**src/rtl/cdb_arbiter.sv**
```systemverilog
// cdb_arbiter: grants at most one pending functional-unit result per cycle
// and broadcasts it, registered, on the common data bus.
// Optional feature macro: CDB_ARB_RR_EN selects round-robin arbitration;
// when undefined the arbiter uses fixed priority (lowest index wins) and the
// rotating pointer register does not exist.
module cdb_arbiter #(
    parameter int NREQ = 4,
    parameter int DW   = 32,
    parameter int IW   = 3
) (
    input  logic               clk,
    input  logic               rst,
    input  logic [NREQ-1:0]    req,
    input  logic [NREQ*DW-1:0] req_data,
    input  logic [NREQ*IW-1:0] req_id,
    input  logic [NREQ-1:0]    req_int,
    output logic [NREQ-1:0]    ack,
    input  logic               cdb_hold,
    input  logic               flush,
    output logic               cdb_valid,
    output logic [DW-1:0]      cdb_data,
    output logic [IW-1:0]      cdb_id,
    output logic               cdb_int,
    output logic               err_id0
);

    localparam int PW = $clog2(NREQ);

    logic [NREQ-1:0] w_elig;
    logic [PW-1:0]   w_off;
    logic [PW-1:0]   w_win;
    logic            w_any;
    logic [NREQ-1:0] w_ack;
    logic [DW-1:0]   w_data;
    logic [IW-1:0]   w_id;
    logic            w_int;

    logic            r_cdb_valid;
    logic [DW-1:0]   r_cdb_data;
    logic [IW-1:0]   r_cdb_id;
    logic            r_cdb_int;
    logic            r_err_id0;

`ifdef CDB_ARB_RR_EN
    logic [PW-1:0]     r_ptr;
    logic [2*NREQ-1:0] w_dbl;
    logic [2*NREQ-1:0] w_rot;
    logic [PW:0]       w_sum;
`endif

    // Eligible set: requests are masked entirely during reset, flush or consumer stall.
    always_comb begin
        w_elig = req;
        if (rst || flush || cdb_hold) begin
            w_elig = '0;
        end else begin
            w_elig = req;
        end
    end

`ifdef CDB_ARB_RR_EN
    // Round-robin pick: rotate the eligible set so ptr sits at bit 0, take the lowest set bit, un-rotate.
    always_comb begin
        w_dbl = {w_elig, w_elig};
        w_rot = w_dbl >> r_ptr;
        w_off = '0;
        for (int i = NREQ - 1; i >= 0; i--) begin
            if (w_rot[i]) begin
                w_off = PW'(i);
            end else begin
                w_off = w_off;
            end
        end
        w_sum = {1'b0, r_ptr} + {1'b0, w_off};
        if (w_sum >= (PW+1)'(NREQ)) begin
            w_win = PW'(w_sum - (PW+1)'(NREQ));
        end else begin
            w_win = w_sum[PW-1:0];
        end
        w_any = |w_elig;
    end
`else
    // Fixed priority pick: the lowest-indexed eligible unit wins, independent of history.
    always_comb begin
        w_off = '0;
        for (int i = NREQ - 1; i >= 0; i--) begin
            if (w_elig[i]) begin
                w_off = PW'(i);
            end else begin
                w_off = w_off;
            end
        end
        w_win = w_off;
        w_any = |w_elig;
    end
`endif

    // One-hot grant and payload select of the winner (AND-OR mux keyed only by the grant).
    always_comb begin
        w_ack  = '0;
        w_data = '0;
        w_id   = '0;
        w_int  = 1'b0;
        for (int i = 0; i < NREQ; i++) begin
            w_ack[i] = w_any && (w_win == PW'(i));
            w_data   = w_data | (req_data[i*DW +: DW] & {DW{w_ack[i]}});
            w_id     = w_id   | (req_id[i*IW +: IW]   & {IW{w_ack[i]}});
            w_int    = w_int  | (req_int[i] & w_ack[i]);
        end
    end

    assign ack = w_ack;

    // Broadcast register: latch the winner's payload; an id-0 winner is consumed but not broadcast.
    always_ff @(posedge clk) begin
        if (rst) begin
            r_cdb_valid <= 1'b0;
            r_cdb_data  <= '0;
            r_cdb_id    <= '0;
            r_cdb_int   <= 1'b0;
            r_err_id0   <= 1'b0;
        end else if (w_any) begin
            r_cdb_valid <= (w_id != '0);
            r_cdb_data  <= w_data;
            r_cdb_id    <= w_id;
            r_cdb_int   <= w_int;
            if (w_id == '0) begin
                r_err_id0 <= 1'b1;
            end else begin
                r_err_id0 <= r_err_id0;
            end
        end else begin
            r_cdb_valid <= 1'b0;
        end
    end

`ifdef CDB_ARB_RR_EN
    // Rotating pointer: moves just past the unit granted this cycle, wrapping at NREQ.
    always_ff @(posedge clk) begin
        if (rst) begin
            r_ptr <= '0;
        end else if (w_any) begin
            if (w_win == PW'(NREQ - 1)) begin
                r_ptr <= '0;
            end else begin
                r_ptr <= w_win + PW'(1);
            end
        end else begin
            r_ptr <= r_ptr;
        end
    end
`endif

    assign cdb_valid = r_cdb_valid;
    assign cdb_data  = r_cdb_data;
    assign cdb_id    = r_cdb_id;
    assign cdb_int   = r_cdb_int;
    assign err_id0   = r_err_id0;

endmodule

```
**config.mk**
```make
export PLATFORM = sky130hd
export DESIGN_NAME = cdb_arbiter
export DESIGN_NICKNAME = d
export VERILOG_FILES = /design/src/rtl/cdb_arbiter.sv
export SDC_FILE = /design/constraint.sdc
export NUM_CORES = 1
export LEC_CHECK = 0
export CELL_PAD_IN_SITES_DETAIL_PLACEMENT = 0
export CELL_PAD_IN_SITES_GLOBAL_PLACEMENT = 1
export CORE_MARGIN = 2
export CORE_UTILIZATION = 24
export CTS_BUF_LIST = sky130_fd_sc_hd__clkbuf_4 sky130_fd_sc_hd__clkbuf_8
export CTS_CLUSTER_DIAMETER = 80
export DETAILED_ROUTE_END_ITERATION = 12
export PLACE_DENSITY = 0.95
export SYNTH_ARGS = -nofsm -noshare
export SYNTH_HDL_FRONTEND = slang
export SYNTH_SLANG_ARGS = --single-unit
export TNS_END_PERCENT = 10
```
**constraint.sdc**
```tcl
create_clock -name clk -period 3.45 [get_ports clk]
set_clock_uncertainty 0.05 [all_clocks]
set_input_delay 0.345 -clock clk [delete_from_list [all_inputs] [get_ports clk]]
set_output_delay 0.345 -clock clk [all_outputs]
set_load 0.02 [all_outputs]
```
==> flow_summary.toml <==
[detailed_routing]
wl_um = 8640
wl_per_cell_um = 16.7
num_vias = 2669
first_pass_iters = 4
final_antenna_net_count = 0
drc = 0
drt_iter0_drc = 76
via_per_inst = 5.15

[pwr]
ir_drop_uv = 143
p_leak_nw = 1.44
power_density_mw_per_mm2 = 265

[floorplan]
die_x_um = 101
core.rowCount = 35
core_mm2 = 0.00915
die-area_mm2 = 0.0101
ios = 194
dieHeight_um = 101
initial_utilization_pct = 24.5

[placement]
portBuffers = 193
place_inst = 511
place_ws_ns = 0.712
gp_congestion = 0.734
hpwl_um = 6800
placed_cell_area_mm2 = 0.00418

[logic_synthesis]
ys_seq_area_share_pct = 33.9
synth_top_family_by_area = "compound AO/OA/AOI/OAI gates"
yosys.area_share.simple_pct = 9.75
synth_seq_cells = 38
synth_cells = 227
synthMuxAreaShare_pct = 0
synth_compound_area_share_pct = 47.6
synth_cell_types = 26
synthesis.nets = 379
synth_area_per_cell_um2 = 9.89
yosysTopAreaCell = "dfxtp_1"
synth_warnings = 0
synth_xor_area_share_pct = 0
yosys.area_share.adder_pct = 0
synth_top_cell_area_share_pct = 33.9
synth.cell_area_mm2 = 0.00224
yosys-top-cells-area = "dfxtp_1, a221oi_2, a211oi_1"

[setup_path]
crit_path_max_fanout = 20
slowest_delay_ns = 0.61
critPathRequiredTime_ns = 3.05
crit_type = "in -> out"
crit_arrival_ns = 2.27
endpoint_kind = "primary output"
worst_path_most_repeated_cell = "clkdlybuf4s50_1"
crit_chain = "clkdlybuf4s50_1, buf_4, nor3_1, nand3_1, inv_2, clkdlybuf4s50_1"
slowest_stage = "clkdlybuf4s50_1"
critPathLaunchType = "input pin"

[clock_network]
clk_latency_ns = 0.28
htree_num_levels = 2
hold_buffers = 0
cts.sinks = 38
cts_buffers = 5
cts_tree = "built"
root_buffer = "clkbuf_8"
clock_path_buffers = 2
cts_setup_buffers = 0
cts-resized-gates = 0
clk_pin_slew_ns = 0.08

[sta]
finalCritPeriodShare_pct = 77.4
finalSetupTns_ns = 0
holdWs_ns = 0.417
tightest_slew_ns = 0.964
setup_violations = 0
grt_setup_unrepaired = "false"
drv_slew = 0
timing.fmax_ghz = 0.375
setup_ws_ns = 0.781
hold_violations = 0
fin_crit_ns = 2.67
slew_headroom_pct = 35.7

[finish]
mostFrequentLayoutCells = "clkdlybuf4s50_1, dfxtp_1, nor2_1"
final_cells = 518
stdcell_area_mm2 = 0.00426
area_delta_synth_final_pct = 89.6
drive_gt1_share_pct = 12.0
layout.cells.most_common = "clkdlybuf4s50_1"
finish.net_count = 559
diodes = 0

[global_route]
grtUsageMet1_pct = 18.6
grt_max_degree = 37
met3_usage_pct = 3.68
grt.total_usage_pct = 16.2
grt_pass1_vias = 2771
busiest_layer = "met2"
grt_util_met2_pct = 30.7
grt_first_pass_wirelength_um = 13200
antenna_found_initial = 0
grt-ovfl-total = 0

[min_path]
hold_class = "reg -> reg"

[outcome]
status = "finished clean"

[run]
drv_cap = 0
## power by group
part	total [W]	internal [W]	switching, W
clock	0.000295	0.000136	0.000159
sequential	0.000472	0.000461	0.0000112
combinational	0.000359	0.000226	0.000133
## state kept, by name (all words and copies together), names as in the netlist
| register | count |
|---|---|
| cdb_int | 1 |
| err_id0 | 1 |
| cdb_id | 3 |
| cdb_valid | 1 |
| cdb_data | 32 |
## final timing paths
kind / to / depth (start not counted) / slack (ns) / startpoint
setup / recovery: ack[2] / 6 / 0.78 / rst
hold / removal: cdb_id[2]$_SDFFE_PP0P_ / 2 / 0.42 / cdb_id[2]$_SDFFE_PP0P_
setup reg to reg: err_id0$_SDFFE_PP0P_ / 2 / 2.66 / err_id0$_SDFFE_PP0P_
hold reg to reg: cdb_id[2]$_SDFFE_PP0P_ / 2 / 0.42 / cdb_id[2]$_SDFFE_PP0P_
## worst max-delay path: cells and delay by family
family	cells	cell delay [ns]
buf+inv	4	1.37
simple gates	2	0.56
## through the flow
step                      utilization (%)  total power [W]
final                                46.5          0.00113
after global routing                 46.5          0.00119
after CTS                            46.5          0.00114
after detailed placement             45.6         0.000843
after global placement               45.6         0.000837
after floorplan                         -         0.000600
## cells by family (layout without fill, tap and decap cells)
kind of cell	after synthesis	in the layout
simple gates	48	48
flops	38	38
compound gates	112	112
buf+inv	29	209
## cell type report
cell class              instances  area, um2
clock buffers                   5       68.8
clock inverters                 2       10.0
fillers                       870       4900
inverters                       2       7.51
multi-input cells             160       1290
flip-flops and latches         38        761
well taps                     111        139
repair buffers                200       1980
## routing by layer
metal  vias to the layer above  wire [um]
met5                         -          0
met4                         0         58
met3                         4        648
met2                       115       4490
met1                      1269       3440
li1                       1281          -
## synthesized netlist by cell type, drive strengths merged
library cell,instances
a211oi,33
and2,3
nor2,35
a21o,1
nor2b,2
a221oi,33
clkbuf,5
dfxtp,38
or3,1
a2bb2oi,3
buf,22
inv,2
a22oi,33
o221a,1
nor4b,1
nand2,3
a31o,1
nor3,1
nand3,2
a222oi,3
a21oi,4
Power figures use the tool's default switching activity.
